$ cat src/rtl/seq_pattern_tx.sv
`default_nettype none
// +----------------------------------------------------------------------------+
// | seq_pattern_tx                                                             |
// | Serial pattern transmitter: sends the low len bits MSB-first, rep+1 times. |
// | Revision: 1.0                                                              |
// +----------------------------------------------------------------------------+
module seq_pattern_tx #(
  parameter int WIDTH = 8,
  parameter int LEN_W = 4,
  parameter int REP_W = 4
) (
  input  logic             clk,
  input  logic             reset,
  input  logic             load_valid,
  output logic             load_ready,
  input  logic [WIDTH-1:0] load_data,
  input  logic [LEN_W-1:0] load_len,
  input  logic [REP_W-1:0] load_rep,
  input  logic             abort,
  output logic             dout,
  output logic             dout_valid,
  output logic             last_bit,
  output logic             busy,
  output logic             done
);

  localparam int IDX_W = (WIDTH > 1) ? $clog2(WIDTH) : 1;
  localparam logic [LEN_W-1:0] C_WIDTH_LEN = LEN_W'(WIDTH);

  typedef enum logic [1:0] {
    ST_IDLE  = 2'd0,
    ST_SHIFT = 2'd1,
    ST_GAP   = 2'd2,
    ST_DONE  = 2'd3
  } state_t;

  state_t           state_q, state_d;
  logic [IDX_W-1:0] idx_q, idx_d;
  logic [IDX_W-1:0] last_idx_q, last_idx_d;
  logic [REP_W-1:0] rep_q, rep_d;
  logic [WIDTH-1:0] data_q, data_d;

  logic load_ready_q, load_ready_d;
  logic dout_q, dout_d;
  logic dout_valid_q, dout_valid_d;
  logic last_bit_q, last_bit_d;
  logic busy_q, busy_d;
  logic done_q, done_d;

  logic [LEN_W-1:0] len_clamped;
  logic [LEN_W-1:0] len_m1;

  assign len_clamped = ((load_len == '0) || (load_len > C_WIDTH_LEN)) ? C_WIDTH_LEN : load_len;
  assign len_m1      = len_clamped - LEN_W'(1);

  always_comb begin
    state_d    = state_q;
    idx_d      = idx_q;
    last_idx_d = last_idx_q;
    rep_d      = rep_q;
    data_d     = data_q;

    case (state_q)
      ST_IDLE: begin
        if (load_valid) begin
          data_d     = load_data;
          rep_d      = load_rep;
          last_idx_d = len_m1[IDX_W-1:0];
          idx_d      = len_m1[IDX_W-1:0];
          state_d    = ST_SHIFT;
        end
      end
      ST_SHIFT: begin
        if (abort) begin
          state_d = ST_IDLE;
        end else if (idx_q == '0) begin
          if (rep_q != '0) begin
            rep_d   = rep_q - REP_W'(1);
            state_d = ST_GAP;
          end else begin
            state_d = ST_DONE;
          end
        end else begin
          idx_d = idx_q - IDX_W'(1);
        end
      end
      ST_GAP: begin
        if (abort) begin
          state_d = ST_IDLE;
        end else begin
          idx_d   = last_idx_q;
          state_d = ST_SHIFT;
        end
      end
      default: state_d = ST_IDLE;
    endcase

    // Outputs are derived from the upcoming state so they register in step with it.
    dout_valid_d = (state_d == ST_SHIFT);
    dout_d       = dout_valid_d & data_d[idx_d];
    last_bit_d   = dout_valid_d & (idx_d == '0);
    busy_d       = (state_d != ST_IDLE);
    done_d       = (state_d == ST_DONE);
    load_ready_d = (state_d == ST_IDLE);
  end

  always_ff @(posedge clk) begin
    if (reset) begin
      state_q      <= ST_IDLE;
      idx_q        <= '0;
      last_idx_q   <= '0;
      rep_q        <= '0;
      data_q       <= '0;
      load_ready_q <= 1'b1;
      dout_q       <= 1'b0;
      dout_valid_q <= 1'b0;
      last_bit_q   <= 1'b0;
      busy_q       <= 1'b0;
      done_q       <= 1'b0;
    end else begin
      state_q      <= state_d;
      idx_q        <= idx_d;
      last_idx_q   <= last_idx_d;
      rep_q        <= rep_d;
      data_q       <= data_d;
      load_ready_q <= load_ready_d;
      dout_q       <= dout_d;
      dout_valid_q <= dout_valid_d;
      last_bit_q   <= last_bit_d;
      busy_q       <= busy_d;
      done_q       <= done_d;
    end
  end

  assign load_ready = load_ready_q;
  assign dout       = dout_q;
  assign dout_valid = dout_valid_q;
  assign last_bit   = last_bit_q;
  assign busy       = busy_q;
  assign done       = done_q;

endmodule
`default_nettype wire

$ cat config.mk
export PLATFORM = sky130hd
export DESIGN_NAME = seq_pattern_tx
export DESIGN_NICKNAME = d
export VERILOG_FILES = /design/src/rtl/seq_pattern_tx.sv
export SDC_FILE = /design/constraint.sdc
export NUM_CORES = 1
export LEC_CHECK = 0
export BUFFER_PORTS_ARGS = -buffer_cell sky130_fd_sc_hd__buf_2
export CORE_ASPECT_RATIO = 0.7
export CORE_MARGIN = 1.5
export CORE_UTILIZATION = 59
export DETAILED_ROUTE_END_ITERATION = 7
export PLACE_DENSITY = 0.83
export SYNTH_ARGS = -nofsm -noshare
export SYNTH_HDL_FRONTEND = slang
export SYNTH_SLANG_ARGS = --single-unit
export TNS_END_PERCENT = 1
$ cat constraint.sdc
create_clock -name clk -period 3.33 [get_ports clk]
set_input_delay 0.666 -clock clk [delete_from_list [all_inputs] [get_ports clk]]
set_output_delay 0.666 -clock clk [all_outputs]
set_load 0.01 [all_outputs]
; Word level (Yosys, flattened, before mapping)
; Index checks and enable logic that the tools add are counted.
[classes]
add_sub_neg = 3
n_mul = 0
div = 0
magnitude_cmp = 2
eq_ne = 8
shift = 0
mux = 21
n_bitwise = 2
reduce_logical = 11
[op_table]
columns = operator, n
row1 = two-way mux 4 bit, 4
row2 = two-way mux 8 bit, 2
row3 = two-way mux 3 bit, 5
row4 = one-hot mux 3 bit (3 select lines), 1
row5 = "!= test 2 bit, second input constant", 4
row6 = one-hot mux 4 bit (2 select lines), 1
row7 = logical NOT 3 bit, 2
row8 = two-way mux 2 bit, 3
row9 = one-hot mux 2 bit (3 select lines), 1
row10 = "subtractor 3 x 1 -> 3 bit, second input constant", 2
row11 = AND reduction 5 bit, 1
row12 = "equality test 2 x 1 -> 1 bit, second input constant", 2
row13 = "equality test 2 bit, second input constant", 2
row14 = "> comparator 4 bit, second input constant", 1
row15 = logical NOT 2 bit, 2
row16 = logical NOT 4 bit, 1
row17 = "less-than comparator 3 x 4 -> 1 bit, second input constant", 1
row18 = nonzero test 2 bit, 2
row19 = nonzero test 4 bit, 1
row20 = "subtractor 4 x 1 -> 4 bit, second input constant", 1
row21 = binary-select mux 1 bit (select 3 bit), 1
row22 = two-way mux 1 bit, 3
row23 = bitwise AND 1 bit, 2
row24 = AND reduction 2 bit, 1
row25 = logical OR 1 bit, 1
[totals]
regBits = 26
latchBits = 0
ramBits = 0
rom_bits = 0
inputBits = 20
output_inout_bits = 6
word_cells = 58
memories = 0

; Depth between registers and ports, before layout
; Gate-level depths: netlist of run 1.
[depth]
ltp_word = 9
depth_mapped = 9
ltp_nobuf = 9

; Worst setup path before layout of run 1
; No wires, ideal clock.
[synth_timing]
kind = input to register
from = in load_len[3]
to = reg dout_q (netlist: dout)
setup_time_ps = 92
t_arrival_ps = 2107
required_time_ps = 3238
slack_ps = 1131
stages = 7
path_cell_list = nand2b_1 ha_1 o221ai_1 nor2_1 o41ai_2 a21oi_1 nor4_1
[synth_via]
elab_chain_len = 9
word_cells_on_any_way = 10
[synth_rtl]
columns = item, line
row1 = from (decl), 17  ; input logic [LEN_W-1:0] load_len,
row2 = > comparator 4 bit or logical NOT 4 bit (tied branches), 53  ; assign len_clamped = ((load_len == '0) || (load_len > C_WIDTH_LEN)) ? C_WIDTH_LEN : load_len;
row3 = logical OR 1 bit (*), 53
row4 = two-way mux 3 bit (*), 53
row5 = subtractor 3 x 1 -> 3 bit (*), 54  ; assign len_m1 = len_clamped - LEN_W'(1);
row6 = two-way mux 3 bit (*), 65  ; if (load_valid) begin
row7 = one-hot mux 3 bit (3 select lines) (*), 63  ; case (state_q)
row8 = binary-select mux 1 bit (select 3 bit) (*), 100  ; dout_d = dout_valid_d & data_d[idx_d];
row9 = two-way mux 1 bit (not written as such) (*), 100
row10 = bitwise AND 1 bit (*), 100
row11 = to (signal assigned), 127  ; dout_q <= dout_d;
row12 = to (decl), 44  ; logic dout_q, dout_d;
; Every way passes the cells marked *; elsewhere a longest branch is shown, timed or not. The select of a mux whose other input is x is not followed.
; A chain may end at the register's enable or synchronous reset.

; Worst setup path in the final report of run 1
[layout_timing]
from = reg state_q[0]
to = reg dout_q (netlist: dout)
[layout_via]
elab_chain_len = 5
word_cells_on_any_way = 13
[layout_rtl]
columns = item, line
row1 = from (decl), 37  ; state_t state_q, state_d;
row2 = from (signal assigned), 121  ; state_q <= state_d;
row3 = equality test 2 bit (tied with other cells), 63
row4 = one-hot mux 3 bit (3 select lines) (tied with other cells), 63
row5 = binary-select mux 1 bit (select 3 bit) or one-hot mux 2 bit (3 select lines) (tied branches), "100, 63"
row6 = two-way mux 1 bit (not written as such) or equality test 2 x 1 -> 1 bit (tied branches), "100, 99"
row7 = bitwise AND 1 bit (*), 100
; Marked as above.

==> flow_metrics.py, run 1 <==
metrics = {
    "synthesis": {
        "synth_seq_area_share": 0.3449,
        "ys_warn_count": 0,
        "synth.distinct_cells": 47,
        "yosysTopAreaCellShare": 0.3449,
        "ys_ff_latch": 26,
        "synth.net_count": 205,
        "synth_top_flop_cell": "dfxtp_1",
        "netlist_instances": 180,
        "syn_area_um2": 1509,
        "avgSynthCellArea_um2": 8.383,
        "synthTopCellsByArea": "dfxtp_1, nand2_1, nor2_1",
        "synth_top_area_cell": "dfxtp_1",
        "synthArstFlopShare": 0,
        "synth_edf_count": 0,
    },
    "layout": {
        "layout-drive-gt1-share": 0.2079,
        "diodes": 0,
        "final_util": 0.6836,
        "nFillCells": 218,
        "finalInstanceArea_um2": 1668,
        "nets": 228,
        "area_growth_pct": 10.53,
    },
    "power_and_ir_drop": {
        "power.density_nw_per_um2": 451.5,
        "vdd.ir_drop.worst_uv": 298.4,
        "power_leakage_nw": 0.6927,
    },
    "worst_setup_path": {
        "critPathBufInv": 0,
        "r2r_slack_ns": 0.74,
        "cp.required_ns": 3.60,
        "critical_path_class": "flip-flop to flip-flop",
        "cp-end-kind": "flip-flop",
        "cp_top_family": "simple AND/OR/NAND/NOR gates",
        "crit_chain": "nand2b_4 -> nand2b_1 -> nor2_1 -> a2111oi_4 -> a211oi_1 -> a22o_1 -> nor4_1",
        "slowest_delay_ns": 0.60,
        "cp-start-kind": "flip-flop",
        "crit_fanout": 13,
        "worstRegToRegCells": 7,
        "slowest_stage": "dfxtp_1",
        "path_depth": 7,
        "cp.arrival_ns": 2.86,
    },
    "clocking": {
        "cts_tree": "done",
        "path_clk_slew_ns": 0.15,
        "numClockSinks": 26,
        "cts-htree-levels": 1,
        "cts_buffer_depth": 2,
        "post_cts_buffers": 0,
        "cts_buffers": 3,
        "cts_root_buffer": "clkbuf_4",
        "clkLatencyLatePin_ns": 0.35,
        "cts_resized": 0,
        "cts_hold_buf": 0,
    },
    "routing": {
        "ant_nets": 0,
        "wl_per_cell_um": 15.88,
        "num_vias": 1463,
        "routed_wl_um": 3747,
        "vias_per_cell": 6.199,
        "dr.pass1.iters": 4,
        "first_iter_violations": 73,
        "route.detailed.drc": 0,
    },
    "die": {
        "die_h_um": 45.31,
        "die_area_um2": 2875,
        "die_x_um": 63.45,
        "initial_utilization": 0.6185,
        "coreArea_um2": 2440,
        "placementRows": 15,
        "io_pins": 26,
    },
    "sta": {
        "fmax_mhz": 386.8,
        "rsz0062_at_grt": "no",
        "relSlewSlack": 0.6193,
        "whs_ns": 0.4886,
        "finalHoldViolations": 0,
        "fin_skew_ns": 0.01050,
        "setup_tns_ns": 0,
        "worst_slew_pin_slew_ns": 0.5711,
        "min_period_over_period": 0.7764,
        "setup_slack_ns": 0.7445,
        "min_period_ns": 2.585,
        "setup_viol": 0,
        "slew_violations": 0,
    },
    "global_route": {
        "grt_first_pass_wirelength_um": 5871,
        "grt_max_degree": 22,
        "grt_pass1_vias": 1231,
        "antenna_found_initial": 0,
        "track_usage": 0.2727,
        "grt_overflow": 0,
    },
    "placement": {
        "place_area_um2": 1632,
        "hpwl_um": 2838,
        "port_buffers": 25,
        "gp_congestion": 0.9740,
        "place_ws_ns": 0.7355,
    },
    "min_path": {
        "hold_depth": 2,
        "hp-class": "flip-flop to flip-flop",
    },
    "status": {
        "status": "completed",
    },
    "run": {
        "max-cap-violations": 0,
    },
}
==> logic make-up (layout without fill, tap and decap cells) <==
kind of cell	count (synthesis)	in the layout	share of synthesized area
muxes	4	4	0.02736
xor gates and xnor gates	1	1	0.005805
and+or+nand+nor	77	77	0.2728
DFF	26	26	0.3449
buffers and inverters	16	38	0.05472
adders and majority gates	5	5	0.04146
AOI/OAI and AO/OA	51	51	0.2529
==> layer usage <==
layer | up-vias | wire, um | global-route usage
met2 | 89 | 1563 | 0.4147
met1 | 675 | 1623 | 0.3553
li1 | 690 | - | -
met4 | 0 | 68 | 0.09130
met3 | 9 | 492 | 0.1122
met5 | - | 0 | 0
==> flip-flops by register name, indices dropped and copies added, names as in the netlist, 2 cells and up <==
register,flops
last_idx_q,3
data_q,8
idx_q,3
state_q,2
rep_q,4
==> cells in the mapped netlist, drive strengths merged (2+ instances only) <==
cell    count
dfxtp      26
nand2      23
nor2       20
a21oi      15
o21ai       9
inv         8
nand2b      8
nor2b       6
ha          5
a22oi       4
buf         4
clkbuf      4
nand3       4
nor3        4
nor4        4
a211oi      3
mux2i       3
nor3b       3
a221oi      2
a22o        2
a31oi       2
and2        2
o211ai      2
o221ai      2
==> report_power, final <==
| part | switching, mW | internal, mW | leakage, nW |
|---|---|---|---|
| clock | 0.101 | 0.0673 | 0.0210 |
| combinational | 0.132 | 0.0921 | 0.458 |
| sequential | 0.0230 | 0.338 | 0.214 |
==> final cells by class <==
type | instances | area, um2 | area share
clock buffers | 4 | 36.28 | 0.02176
well taps | 34 | 42.54 | 0.02551
repair buffers | 26 | 132.6 | 0.07952
inverters | 8 | 30.03 | 0.01800
flip-flops and latches | 26 | 520.5 | 0.3121
multi-input cells | 138 | 905.9 | 0.5431
==> tightest hold or removal path: stages, from the launching register on <==
cell,delay (ns)
dfxtp_1,0.35
nand2_1,0.06
a21oi_1,0.05
==> worst paths after layout <==
kind | startpoint | end
worst max-delay path | state_q[0] | dout
worst min-delay path | data_q[1] | data_q[1]
worst min register to register | data_q[1] | data_q[1]
worst max register to register | state_q[0] | dout
==> per-stage QoR <==
step / total power [mW] / cells
after CTS: 0.7492 / 236
after detailed placement: 0.5852 / 232
after floorplan: 0.5284 / 180
final: 0.7530 / 236
after global routing: 0.7921 / 236
after global placement: 0.5744 / 232
==> layout by cell type, fill, tap and decap left out, types with 2 or more instances in the layout <==
cell type and instances:
a21oi_1 14, and2_1 2, nor3_1 4, a31oi_1 2, o21ai_0 7, buf_2 25, inv_1 8, dfxtp_1 26
nand2b_1 6, nand2_1 22, mux2i_1 3, nor3b_1 2, nand2b_4 2, a211oi_1 3, clkbuf_4 3, nor2_1 20
a22oi_1 4, nand3_1 4, o211ai_1 2, a22o_1 2, ha_1 5, nor4_1 4, nor2b_1 6, a221oi_1 2
Note: power is estimated with default switching activity, not from simulation.
==> inputs of run 2 (changes only) <==
--- a/config.mk
+++ b/config.mk
@@ -8,9 +8,9 @@
 export BUFFER_PORTS_ARGS = -buffer_cell sky130_fd_sc_hd__buf_2
 export CORE_ASPECT_RATIO = 0.7
 export CORE_MARGIN = 1.5
-export CORE_UTILIZATION = 59
+export CORE_UTILIZATION = 55
 export DETAILED_ROUTE_END_ITERATION = 7
-export PLACE_DENSITY = 0.83
+export PLACE_DENSITY = 0.78
 export SYNTH_ARGS = -nofsm -noshare
 export SYNTH_HDL_FRONTEND = slang
 export SYNTH_SLANG_ARGS = --single-unit
==> constraint.sdc (replaced) <==
create_clock -name clk -period 2.68 [get_ports clk]
set_input_delay 0.536 -clock clk [delete_from_list [all_inputs] [get_ports clk]]
set_output_delay 0.536 -clock clk [all_outputs]
set_load 0.01 [all_outputs]
==> run 2 against run 1 <==
Effect of this change:
- combinational power increased by 25%
- design area increased by 2.5%
- global-route usage decreased by 1.1 points
- register-to-register slack got worse by 0.37 ns
- final cell count increased by 1.3%
- total power increased by 30%
- highest routed layer unchanged
==> flow_metrics.py, run 2 (same netlist as run 1, synthesis figures left out) <==
metrics = {
    "power_and_ir_drop": {
        "power_leakage_nw": 0.7148,
        "p_total_uw": 978.0,
        "clkPwrFrac": 0.256,
        "swShare": 0.3138,
        "power_frac_seq": 0.457,
        "p_comb_frac": 0.287,
        "power.internal_uw": 671.1,
        "power.density_nw_per_um2": 572.2,
        "p_switching_uw": 306.9,
        "vdd.ir_drop.worst_uv": 460.8,
    },
    "run": {
        "max-cap-violations": 0,
    },
    "sta": {
        "min_period_ns": 2.307,
        "min_period_over_period": 0.8607,
        "finalHoldViolations": 0,
        "rsz0062_at_grt": "no",
        "relSlewSlack": 0.6316,
        "fin_skew_ns": 0.005539,
        "setup_tns_ns": 0,
        "fmax_mhz": 433.5,
        "worst_slew_pin_slew_ns": 0.5527,
        "setup_viol": 0,
        "slew_violations": 0,
    },
    "min_path": {
        "hp-class": "flip-flop to flip-flop",
    },
    "worst_setup_path": {
        "path_depth": 9,
        "crit_fanout": 7,
        "r2r_slack_ns": 0.37,
        "regToRegEndpoint": "dout",
        "cp.arrival_ns": 2.47,
        "slowest_delay_ns": 0.45,
        "cp-startpoint": "idx_q[0]",
        "cp_top_family": "simple AND/OR/NAND/NOR gates",
        "critical_path_class": "flip-flop to flip-flop",
        "cp.required_ns": 2.84,
        "cp-end-kind": "flip-flop",
        "r2r-start": "idx_q[0]",
        "slowest_stage": "or4_4",
        "critPathBufInv": 1,
        "crit_chain": "inv_1 -> ha_1 -> nor2b_1 -> or4_4 -> nand2_4 -> o21ai_1 -> mux2_1 -> nor4_1 -> nor4_1",
        "worstRegToRegCells": 9,
        "cp-start-kind": "flip-flop",
        "path_common_cell": "nor4_1",
        "worstSetupEndpoint": "dout",
    },
    "clocking": {
        "post_cts_buffers": 0,
        "cts_root_buffer": "clkbuf_8",
        "cts_buffers": 3,
        "cts_buffer_depth": 2,
        "clkLatencyLatePin_ns": 0.27,
        "cts-htree-levels": 1,
        "cts_tree": "done",
        "path_clk_slew_ns": 0.09,
        "cts_hold_buf": 0,
        "cts_resized": 0,
        "numClockSinks": 26,
    },
    "routing": {
        "first_iter_violations": 159,
        "routed_wl_um": 3607,
        "wl_per_cell_um": 15.09,
        "dr.pass1.iters": 4,
        "ant_nets": 0,
        "route.detailed.drc": 0,
        "num_vias": 1421,
        "vias_per_cell": 5.946,
    },
    "die": {
        "coreArea_um2": 2534,
        "initial_utilization": 0.5956,
        "io_pins": 26,
        "die_area_um2": 3072,
        "placementRows": 15,
        "die_h_um": 46.83,
        "die_x_um": 65.61,
    },
    "layout": {
        "regMostFlops": "data_q",
        "largest_reg_flops": 8,
        "largestRegisters": "data_q: 8 flops, rep_q: 4 flops",
        "area_growth_pct": 13.27,
        "layout-drive-gt1-share": 0.2195,
        "final_util": 0.6746,
        "instances_no_fill": 239,
        "finalInstanceArea_um2": 1709,
        "nets": 231,
        "diodes": 0,
        "mostFrequentLayoutCell": "dfxtp_1",
        "layout_common_cells": "dfxtp_1, buf_2, nand2_1, nor2_1, a21oi_1",
    },
    "global_route": {
        "grt_first_pass_wirelength_um": 5940,
        "grt_overflow": 0,
        "met1_usage": 0.3821,
        "met3_usage": 0.06475,
        "busiest_layer": "met2",
        "grt_pass1_vias": 1217,
        "antenna_found_initial": 0,
        "grt_max_degree": 22,
        "track_usage": 0.2619,
        "grtUsageMet2": 0.3980,
    },
    "placement": {
        "gp_congestion": 0.8894,
        "hpwl_um": 2818,
        "place_area_um2": 1654,
        "port_buffers": 25,
        "place_inst": 235,
    },
    "status": {
        "status": "completed",
    },
}
==> run 2: worst min-delay path by stage <==
stage,startpoint,to,cells past startpoint,slack [ns]
after detailed placement,last_idx_q[0],last_idx_q[0],2,0.47
after CTS,last_idx_q[0],last_idx_q[0],2,0.48
after global placement,last_idx_q[0],last_idx_q[0],2,0.46
after global routing,load_data[7],data_q[7],3,0.51
final,data_q[7],data_q[7],2,0.48
after floorplan,last_idx_q[0],last_idx_q[0],2,0.44
==> run 2: worst register-to-register path: stages (launching register included) <==
cell     delay [ns]
dfxtp_1        0.36
inv_1          0.11
ha_1           0.26
nor2b_1        0.17
or4_4          0.45
nand2_4        0.13
o21ai_1        0.13
mux2_1         0.33
nor4_1         0.17
nor4_1         0.09
==> run 2: power groups by stage <==
stage / clock (mW) / combinational, mW / sequential (mW)
2_1_floorplan: 0 / 0.208 / 0.448
3_3_place_gp: 0 / 0.271 / 0.453
3_5_place_dp: 0 / 0.276 / 0.455
4_1_cts: 0.259 / 0.278 / 0.446
5_1_grt: 0.270 / 0.314 / 0.451
6_report: 0.251 / 0.281 / 0.447
==> run 2: metal layers <==
layer  vias to the layer above  share of wire
li1                        694              -
met1                       657           0.48
met2                        66           0.42
met3                         4          0.092
met4                         0         0.0058
met5                         -              0
==> run 2: area by class of cell <==
type	instances	area (um2)
Multi-Input combinational cell	138	905.9
Tap cell	34	42.54
Timing Repair Buffer	29	155.1
Clock buffer	4	55.05
Inverter	8	30.03
Sequential cell	26	520.5
Fill cell	215	824.5
==> run 2: per-stage QoR <==
stage	worst slack, ns	hold slack [ns]
finish	0.3732	0.4775
global route	0.1897	0.5101
CTS	0.3877	0.4810
detailed placement	0.2383	0.4686
global placement	0.2719	0.4582
floorplan	0.5978	0.4367
